==> config.mk <==
export PLATFORM = sky130hd
export DESIGN_NAME = load_store_unit
export DESIGN_NICKNAME = d
export VERILOG_FILES = /design/src/rtl/lsu_pkg.sv /design/src/rtl/lsu_align.sv /design/src/rtl/load_store_unit.sv
export SDC_FILE = /design/constraint.sdc
export NUM_CORES = 1
export LEC_CHECK = 0
export ABC_AREA = 1
export BUFFER_PORTS_ARGS = -buffer_cell sky130_fd_sc_hd__buf_2
export CAP_MARGIN = 20
export CORE_ASPECT_RATIO = 0.8
export CORE_MARGIN = 4
export CORE_UTILIZATION = 45
export CTS_BUF_LIST = sky130_fd_sc_hd__clkbuf_4
export CTS_CLUSTER_DIAMETER = 200
export DETAILED_ROUTE_END_ITERATION = 16
export PLACE_DENSITY = 0.7
export REMOVE_ABC_BUFFERS = 1
export SYNTH_ARGS = -nofsm -noshare
export SYNTH_HDL_FRONTEND = slang
export SYNTH_SLANG_ARGS = --single-unit
==> constraint.sdc <==
create_clock -name clk -period 2.75 [get_ports clk]
set_input_delay 0.825 -clock clk [delete_from_list [all_inputs] [get_ports clk]]
set_output_delay 0.825 -clock clk [all_outputs]
set_load 0.005 [all_outputs]
==> src/rtl/lsu_pkg.sv <==
// Shared types and helpers for the load/store unit: access sizes, FSM states,
// and the size-to-byte-mask mapping.
package lsu_pkg;

    typedef enum logic [1:0] {
        SIZE_B = 2'b00,
        SIZE_H = 2'b01,
        SIZE_W = 2'b10
    } size_e;

    typedef enum logic [1:0] {
        ST_IDLE,
        ST_ACC_LO,
        ST_ACC_HI,
        ST_RESP
    } state_e;

    // Encoding 2'b11 falls into the word case.
    function automatic logic [3:0] size_mask(input logic [1:0] size);
        case (size)
            SIZE_B:  return 4'b0001;
            SIZE_H:  return 4'b0011;
            default: return 4'b1111;
        endcase
    endfunction

endpackage

==> src/rtl/lsu_align.sv <==
// Combinational lane alignment: byte-enable mask and store data spread across
// two words, plus extraction and extension of load data from the two words.
module lsu_align
    import lsu_pkg::*;
(
    input  logic [1:0]  size_i,
    input  logic [1:0]  off_i,
    input  logic        uns_i,
    input  logic [31:0] wdata_i,
    input  logic [31:0] lo_i,
    input  logic [31:0] hi_i,
    output logic [7:0]  mask8_o,
    output logic [63:0] wdata64_o,
    output logic [31:0] rdata_o
);

    logic [4:0]  sh;
    logic [31:0] ld32;

    assign sh        = {off_i, 3'b000};
    assign mask8_o   = {4'b0000, size_mask(size_i)} << off_i;
    assign wdata64_o = {32'h0, wdata_i} << sh;
    // Only the low word of the shifted pair can hold requested bytes.
    assign ld32      = 32'({hi_i, lo_i} >> sh);

    always_comb begin
        rdata_o = ld32;
        case (size_i)
            SIZE_B:  rdata_o = uns_i ? {24'h0, ld32[7:0]}  : {{24{ld32[7]}}, ld32[7:0]};
            SIZE_H:  rdata_o = uns_i ? {16'h0, ld32[15:0]} : {{16{ld32[15]}}, ld32[15:0]};
            default: rdata_o = ld32;
        endcase
    end

endmodule

==> src/rtl/load_store_unit.sv <==
// Data-memory initiator: turns byte/half/word requests at any byte address into
// one or two word-aligned accesses and returns extended load data.
module load_store_unit
    import lsu_pkg::*;
(
    input  logic        clk,
    input  logic        rst_n,
    input  logic        req_valid,
    output logic        req_ready,
    input  logic        req_write,
    input  logic [31:0] req_addr,
    input  logic [1:0]  req_size,
    input  logic        req_unsigned,
    input  logic [31:0] req_wdata,
    output logic        resp_valid,
    output logic [31:0] resp_rdata,
    output logic        resp_split,
    output logic [31:0] mem_address,
    output logic [31:0] mem_write_data,
    output logic [3:0]  mem_byte_enable,
    output logic        mem_write_enable,
    input  logic [31:0] mem_read_data
);

    state_e      state_q;
    logic        write_q;
    logic [31:0] addr_q;
    logic [1:0]  size_q;
    logic        uns_q;
    logic [31:0] wdata_q;
    logic [31:0] lo_q;
    logic [31:0] hi_q;

    logic [7:0]  mask8;
    logic [63:0] wdata64;
    logic [31:0] ld_data;
    logic        split;
    logic [31:0] word_addr;

    lsu_align u_align (
        .size_i    (size_q),
        .off_i     (addr_q[1:0]),
        .uns_i     (uns_q),
        .wdata_i   (wdata_q),
        .lo_i      (lo_q),
        .hi_i      (hi_q),
        .mask8_o   (mask8),
        .wdata64_o (wdata64),
        .rdata_o   (ld_data)
    );

    assign split     = |mask8[7:4];
    assign word_addr = {addr_q[31:2], 2'b00};
    assign req_ready = rst_n && (state_q == ST_IDLE);

    always_ff @(posedge clk) begin
        if (!rst_n) begin
            state_q <= ST_IDLE;
            write_q <= 1'b0;
            addr_q  <= '0;
            size_q  <= '0;
            uns_q   <= 1'b0;
            wdata_q <= '0;
            lo_q    <= '0;
            hi_q    <= '0;
        end else begin
            case (state_q)
                ST_IDLE: begin
                    if (req_valid) begin
                        write_q <= req_write;
                        addr_q  <= req_addr;
                        size_q  <= req_size;
                        uns_q   <= req_unsigned;
                        wdata_q <= req_wdata;
                        // hi_q must read as zero for a non-split load.
                        lo_q    <= '0;
                        hi_q    <= '0;
                        state_q <= ST_ACC_LO;
                    end
                end
                ST_ACC_LO: begin
                    if (!write_q) lo_q <= mem_read_data;
                    state_q <= split ? ST_ACC_HI : ST_RESP;
                end
                ST_ACC_HI: begin
                    if (!write_q) hi_q <= mem_read_data;
                    state_q <= ST_RESP;
                end
                default: state_q <= ST_IDLE;
            endcase
        end
    end

    always_comb begin
        mem_address      = '0;
        mem_write_data   = '0;
        mem_byte_enable  = '0;
        mem_write_enable = 1'b0;
        resp_valid       = 1'b0;
        resp_rdata       = '0;
        resp_split       = 1'b0;
        case (state_q)
            ST_ACC_LO: begin
                mem_address      = word_addr;
                mem_byte_enable  = mask8[3:0];
                mem_write_data   = wdata64[31:0];
                mem_write_enable = write_q && (|mask8[3:0]);
            end
            ST_ACC_HI: begin
                // Wraps naturally from 0xFFFFFFFC to 0x00000000.
                mem_address      = word_addr + 32'd4;
                mem_byte_enable  = mask8[7:4];
                mem_write_data   = wdata64[63:32];
                mem_write_enable = write_q && (|mask8[7:4]);
            end
            ST_RESP: begin
                resp_valid = 1'b1;
                resp_rdata = write_q ? 32'h0 : ld_data;
                resp_split = split;
            end
            default: ;
        endcase
    end

endmodule

* Word-level counts from Yosys, hierarchy flattened
Cells that the tools add are included.
** Word-level totals
- Register bits after elaboration :: 134
- Output and inout bits :: 104
- Logic and storage cells :: 50
** Cells by class
- $add $sub $neg :: 1
- Eq/ne operators :: 7
- Shifts and indexed selects :: 3
- Mux-type cells :: 19
- Reductions and logical operators :: 12
** Operators with widths (count)
- case mux 32 bit (2 select lines) :: 5
- two-way mux 32 bit :: 6
- << shifter 32 x 5 -> 64 bit :: 1
- >> shifter 64 x 5 -> 32 bit :: 1
- adder 32 x 3 -> 32 bit, second input constant :: 1
- case mux 4 bit (2 select lines) :: 2
- OR reduction 4 bit :: 2
- << shifter 4 x 2 -> 8 bit :: 1
- inequality test 2 bit, second input constant :: 3
- case mux 2 bit (3 select lines) :: 1
- AND reduction 3 bit :: 2
- == test 2 x 1 -> 1 bit, second input constant :: 2
- == test 2 bit, second input constant :: 2
- zero test 2 bit :: 2
- nonzero test 2 bit :: 2
- logical AND 1 bit :: 3
- two-way mux 1 bit :: 3
- two-way mux 2 bit :: 1
- case mux 1 bit (2 select lines) :: 1
- AND reduction 2 bit :: 1

* Logic depth before layout (Yosys ltp)
- Word-level depth :: 6
- Gate-level depth with buffers :: 10
- Mapped depth without buffers :: 9

* Modules after synthesis
From an unflattened synthesis, not the netlist that was laid out.
** Second synthesis, totals
- Cell total of the unflattened synthesis :: 1564
- Area total of the unflattened synthesis :: 9059.9 um^2
** By module, submodules not included
- load_store_unit :: times used 1, cells an instance 1088, area each 6914.1 um^2
- lsu_align :: times used 1, cells an instance 476, area each 2145.8 um^2

* Worst setup path before layout
Ideal clock, no wire load.
- Path kind :: reg-to-output
- Start point :: register state_q[0]
- End point :: output mem_write_data[0]
- Arrival :: 1.554 ns
- Path slack :: 0.371 ns
- Stages on the path, launching flop included :: 9
- Cells stage by stage :: dfxtp_1 > inv_1 > ha_1 > buf_2 > nand2_1 > inv_1 > clkbuf_1 > o21ai_0 > o22ai_1
** On the way
- Word-level cells in the longest chain between the ends :: 2
- Elaborated cells on any way between the ends :: 3
** Ends and longest elaborated chain
- start: declaration :: RTL line load_store_unit.sv:25 : state_e state_q;
- start signal: assignment :: RTL line load_store_unit.sv:83 : state_q <= split ? ST_ACC_HI : ST_RESP;
- == test 2 bit or == test 2 x 1 -> 1 bit (tied branches) :: RTL line load_store_unit.sv:102 : case (state_q)
- case mux 32 bit (2 select lines) * :: RTL line load_store_unit.sv:102
- end: declaration :: RTL line load_store_unit.sv:19 : output logic [31:0] mem_write_data,
Every way passes the cells marked *; elsewhere a longest branch is shown, timed or not.

* Final worst setup path
- Start point :: register addr_q[14]
- End point :: output mem_address[31]
** On the way
- Word-level cells in the longest chain between the ends :: 2
** Ends and longest elaborated chain
- start: declaration :: RTL line load_store_unit.sv:27 : logic [31:0] addr_q;
- start signal: assignment :: RTL line load_store_unit.sv:71 : addr_q <= req_addr;
- adder 32 x 3 -> 32 bit :: RTL line load_store_unit.sv:111 : mem_address = word_addr + 32'd4;
- case mux 32 bit (2 select lines) :: RTL line load_store_unit.sv:102
- end: declaration :: RTL line load_store_unit.sv:18 : output logic [31:0] mem_address,
Every way passes these cells.

==> results.sh <==
export IMPL_post_drt_wl_per_cell_um=19.5
export IMPL_synth_warnings=0
export IMPL_cp_max_fo=6
export IMPL_cts_buffers_inserted=17
export IMPL_drive_above_1_share=0.410
export IMPL_hp_class="reg -> reg"
export IMPL_overflow=0
export IMPL_cpMostUsedCell="nand2_1"
export IMPL_skew_ns=0.0225
export IMPL_num_fill_cells=1449
export IMPL_io_buffers=204
export IMPL_htreeDepth=4
export IMPL_rrSetupSlack_ns=0.42
export IMPL_cts_tree="done"
export IMPL_clock_root_buffer="clkbuf_4"
export IMPL_rows=43
export IMPL_p_int_w=0.00546
export IMPL_die_x_um=156
export IMPL_power_w=0.0108
export IMPL_grt_usage=0.304
export IMPL_cpMaxStageDelayCell="dfxtp_4"
export IMPL_core_area_um2=17300
export IMPL_status="finished, violations left"
export IMPL_max_clock_path_buffers=2
export IMPL_ant_nets=0
export IMPL_start_util=0.457
export IMPL_ys_top_cells_by_area="dfxtp_1 (32%), nand2_1 (15%), a21oi_1 (9.5%), o21ai_0 (8.6%), nor2_1 (7.3%)"
export IMPL_maxCapViolCount=0
export IMPL_p_leak_nw=5.03
export IMPL_power_switching_w=0.00536
export IMPL_finalCoreUtilization=0.680
export IMPL_switching_share=0.496
export IMPL_hold_ws_ns=0.473
export IMPL_combPwrFrac=0.624
export IMPL_syn_area_um2=7920
export IMPL_final_cell_mix="nand2_1 (262), buf_2 (199), a21oi_1 (121), nor2_1 (119), dfxtp_1 (98)"
export IMPL_period_minus_slack_ns=3.01
export IMPL_startpoint_type="register"
export IMPL_ys_seq_area_frac=0.319
export IMPL_peakVddDrop_mv=0.574
export IMPL_cp_cell_sequence="nand2_2, nor2_4, nand2_1, nor2_1, nand2_1, nand2_1, nand4_1, nand2_2, buf_2"
export IMPL_synth_largest_area_cell="dfxtp_1"
export IMPL_finalSetupViolations=93
export IMPL_criticalPathCategory="reg -> out"
export IMPL_fin_crit_sh=1.09
export IMPL_violations="negative setup slack"
export IMPL_clk_pin_slew_ns=0.13
export IMPL_syn_area_per_cell_um2=6.18
export IMPL_antenna_found_initial=3
export IMPL_drcViolationCount=0
export IMPL_grt_pass1_vias=9206
export IMPL_max_stage_delay_ns=0.41
export IMPL_cp_required_ns=1.93
export IMPL_setup_ws_ns=-0.257
export IMPL_mostFrequentLayoutCell="nand2_1"
export IMPL_drt_initial_drc_count=1266
export IMPL_insertion_delay_ns=0.59
export IMPL_layout_nets=1633
export IMPL_dieArea_um2=19800
export IMPL_seq_power_share=0.251
export IMPL_clock_sinks=126
export IMPL_max_slew_margin_rel=0.216
export IMPL_drt_pre_antenna_iters=5
export IMPL_place_congestion=0.928
export IMPL_endpoint_kind="output port"
export IMPL_dr_total_vias=10400
export IMPL_io_pins=207
export IMPL_rsz0062_at_grt="yes"
export IMPL_grt_max_degree=57
export IMPL_max_freq_mhz=333
export IMPL_synth_distinct_cells=40
export IMPL_hold_viol=0
export IMPL_post_dp_hpwl_mm=18.9
export IMPL_syn_inst=1281
export IMPL_crit_arrival_ns=2.18
export IMPL_worstMarginPinSlew_ns=1.18
export IMPL_p_per_area_nw_per_um2=919
export IMPL_synth_seq_cells=126
export IMPL_die_h_um=127
export IMPL_grt_pass1_wl_mm=48.5
export IMPL_areaGrowthSynthToFinish_pct=48.8
export IMPL_wl_mm=34.3
export IMPL_viasPerCell=5.88
export IMPL_drv_slew=0
export IMPL_yosysTopAreaCellShare=0.319
export IMPL_clkPwrFrac=0.125
-- worst max-delay path, delay by kind of cell (launching register included) --
family / cells / cell delay, ns
DFF: 1 / 0.41
buffers and inverters: 1 / 0.11
and+or+nand+nor: 8 / 1.07
-- worst paths after layout --
kind / from / endpoint / depth (start not counted)
worst max-delay path: addr_q[14] / mem_address[31] / 9
worst min-delay path: hi_q[10] / hi_q[10] / 2
worst max register to register: state_q[0] / hi_q[22] / 8
worst min register to register: hi_q[10] / hi_q[10] / 2
-- state kept, by name, summed over array words and instances, names as in the netlist --
name / flops
addr_q: 32
lo_q: 32
wdata_q: 32
hi_q: 24
size_q: 2
state_q: 2
uns_q: 1
write_q: 1
-- what timing repair did --
item	in CTS	in global routing
hold buffers	0	0
setup endpoints to repair	97	99
gates cloned	11	8
pin swaps	52	38
gates resized for setup	298	152
setup buffers	35	22
-- power groups by stage --
stage / Clock [W] / Sequential [W] / Combinational [W]
floorplan: 0 / 0.00261 / 0.00238
global placement: 0 / 0.00261 / 0.00409
detailed placement: 0 / 0.00261 / 0.00410
CTS: 0.00134 / 0.00265 / 0.00579
global route: 0.00144 / 0.00276 / 0.00711
finish: 0.00135 / 0.00271 / 0.00676
-- per-layer routing --
metal	part of all wire	routed length (um)	GRT usage
met1	0.40	13600	0.418
met5	0.00020	7	0
met4	0.033	1130	0.112
met3	0.12	3980	0.0744
met2	0.45	15600	0.461
-- area by class of cell --
type,instances,area (um^2),area share
Multi-Input combinational cell,969,5720,0.485
Sequential cell,126,2590,0.220
Timing Repair Buffer,314,2490,0.212
Inverter,96,404,0.0343
Tap cell,225,282,0.0239
Clock inverter,13,140,0.0119
Clock buffer,17,128,0.0108
Timing Repair inverter,1,16.3,0.00138
Antenna cell,2,5.00,0.000425
-- metrics by stage --
| stage | setup TNS [ns] | setup WS [ns] | std cells | cell area (um^2) |
|---|---|---|---|---|
| final | -13.39 | -0.257 | 1763 | 11800 |
| after global placement | 0 | 0.203 | 1656 | 9100 |
| after floorplan | -134.05 | -1.47 | 1190 | 7450 |
| after detailed placement | 0 | 0.113 | 1656 | 9100 |
| after CTS | -6.75 | -0.141 | 1732 | 10900 |
| after global routing | -21.91 | -0.318 | 1763 | 11800 |
-- kinds of logic after synthesis --
group / count (synthesis) / synth area share
simple gates: 609 / 0.323
compound gates: 338 / 0.228
buf+inv: 188 / 0.104
flops: 126 / 0.319
mux: 14 / 0.0177
fa+ha+maj: 5 / 0.00790
other cells: 1 / 0.000474
-- cells in the mapped netlist --
master	count
nand2_1	323
nor2_1	153
a21oi_1	151
o21ai_0	136
dfxtp_1	126
inv_1	82
nand3_1	68
clkbuf_1	41
nand4_1	33
buf_2	28
mux2i_1	14
inv_2	13
nand2_2	12
buf_1	11
a211oi_1	10
o21ai_1	10
o22ai_1	10
a32oi_1	7
nor2_2	6
buf_4	5
buf_6	5
ha_1	5
nor3_1	5
nor3b_1	5
a22oi_1	3
a31oi_1	3
nand3_4	2
o21ai_2	2
a21oi_2	1
a221oi_1	1
a22o_1	1
buf_12	1
buf_8	1
clkinv_1	1
conb_1	1
nand3_2	1
o211ai_1	1
o21a_4	1
o32ai_1	1
or2_2	1
(Power assumes the default switching activity.)
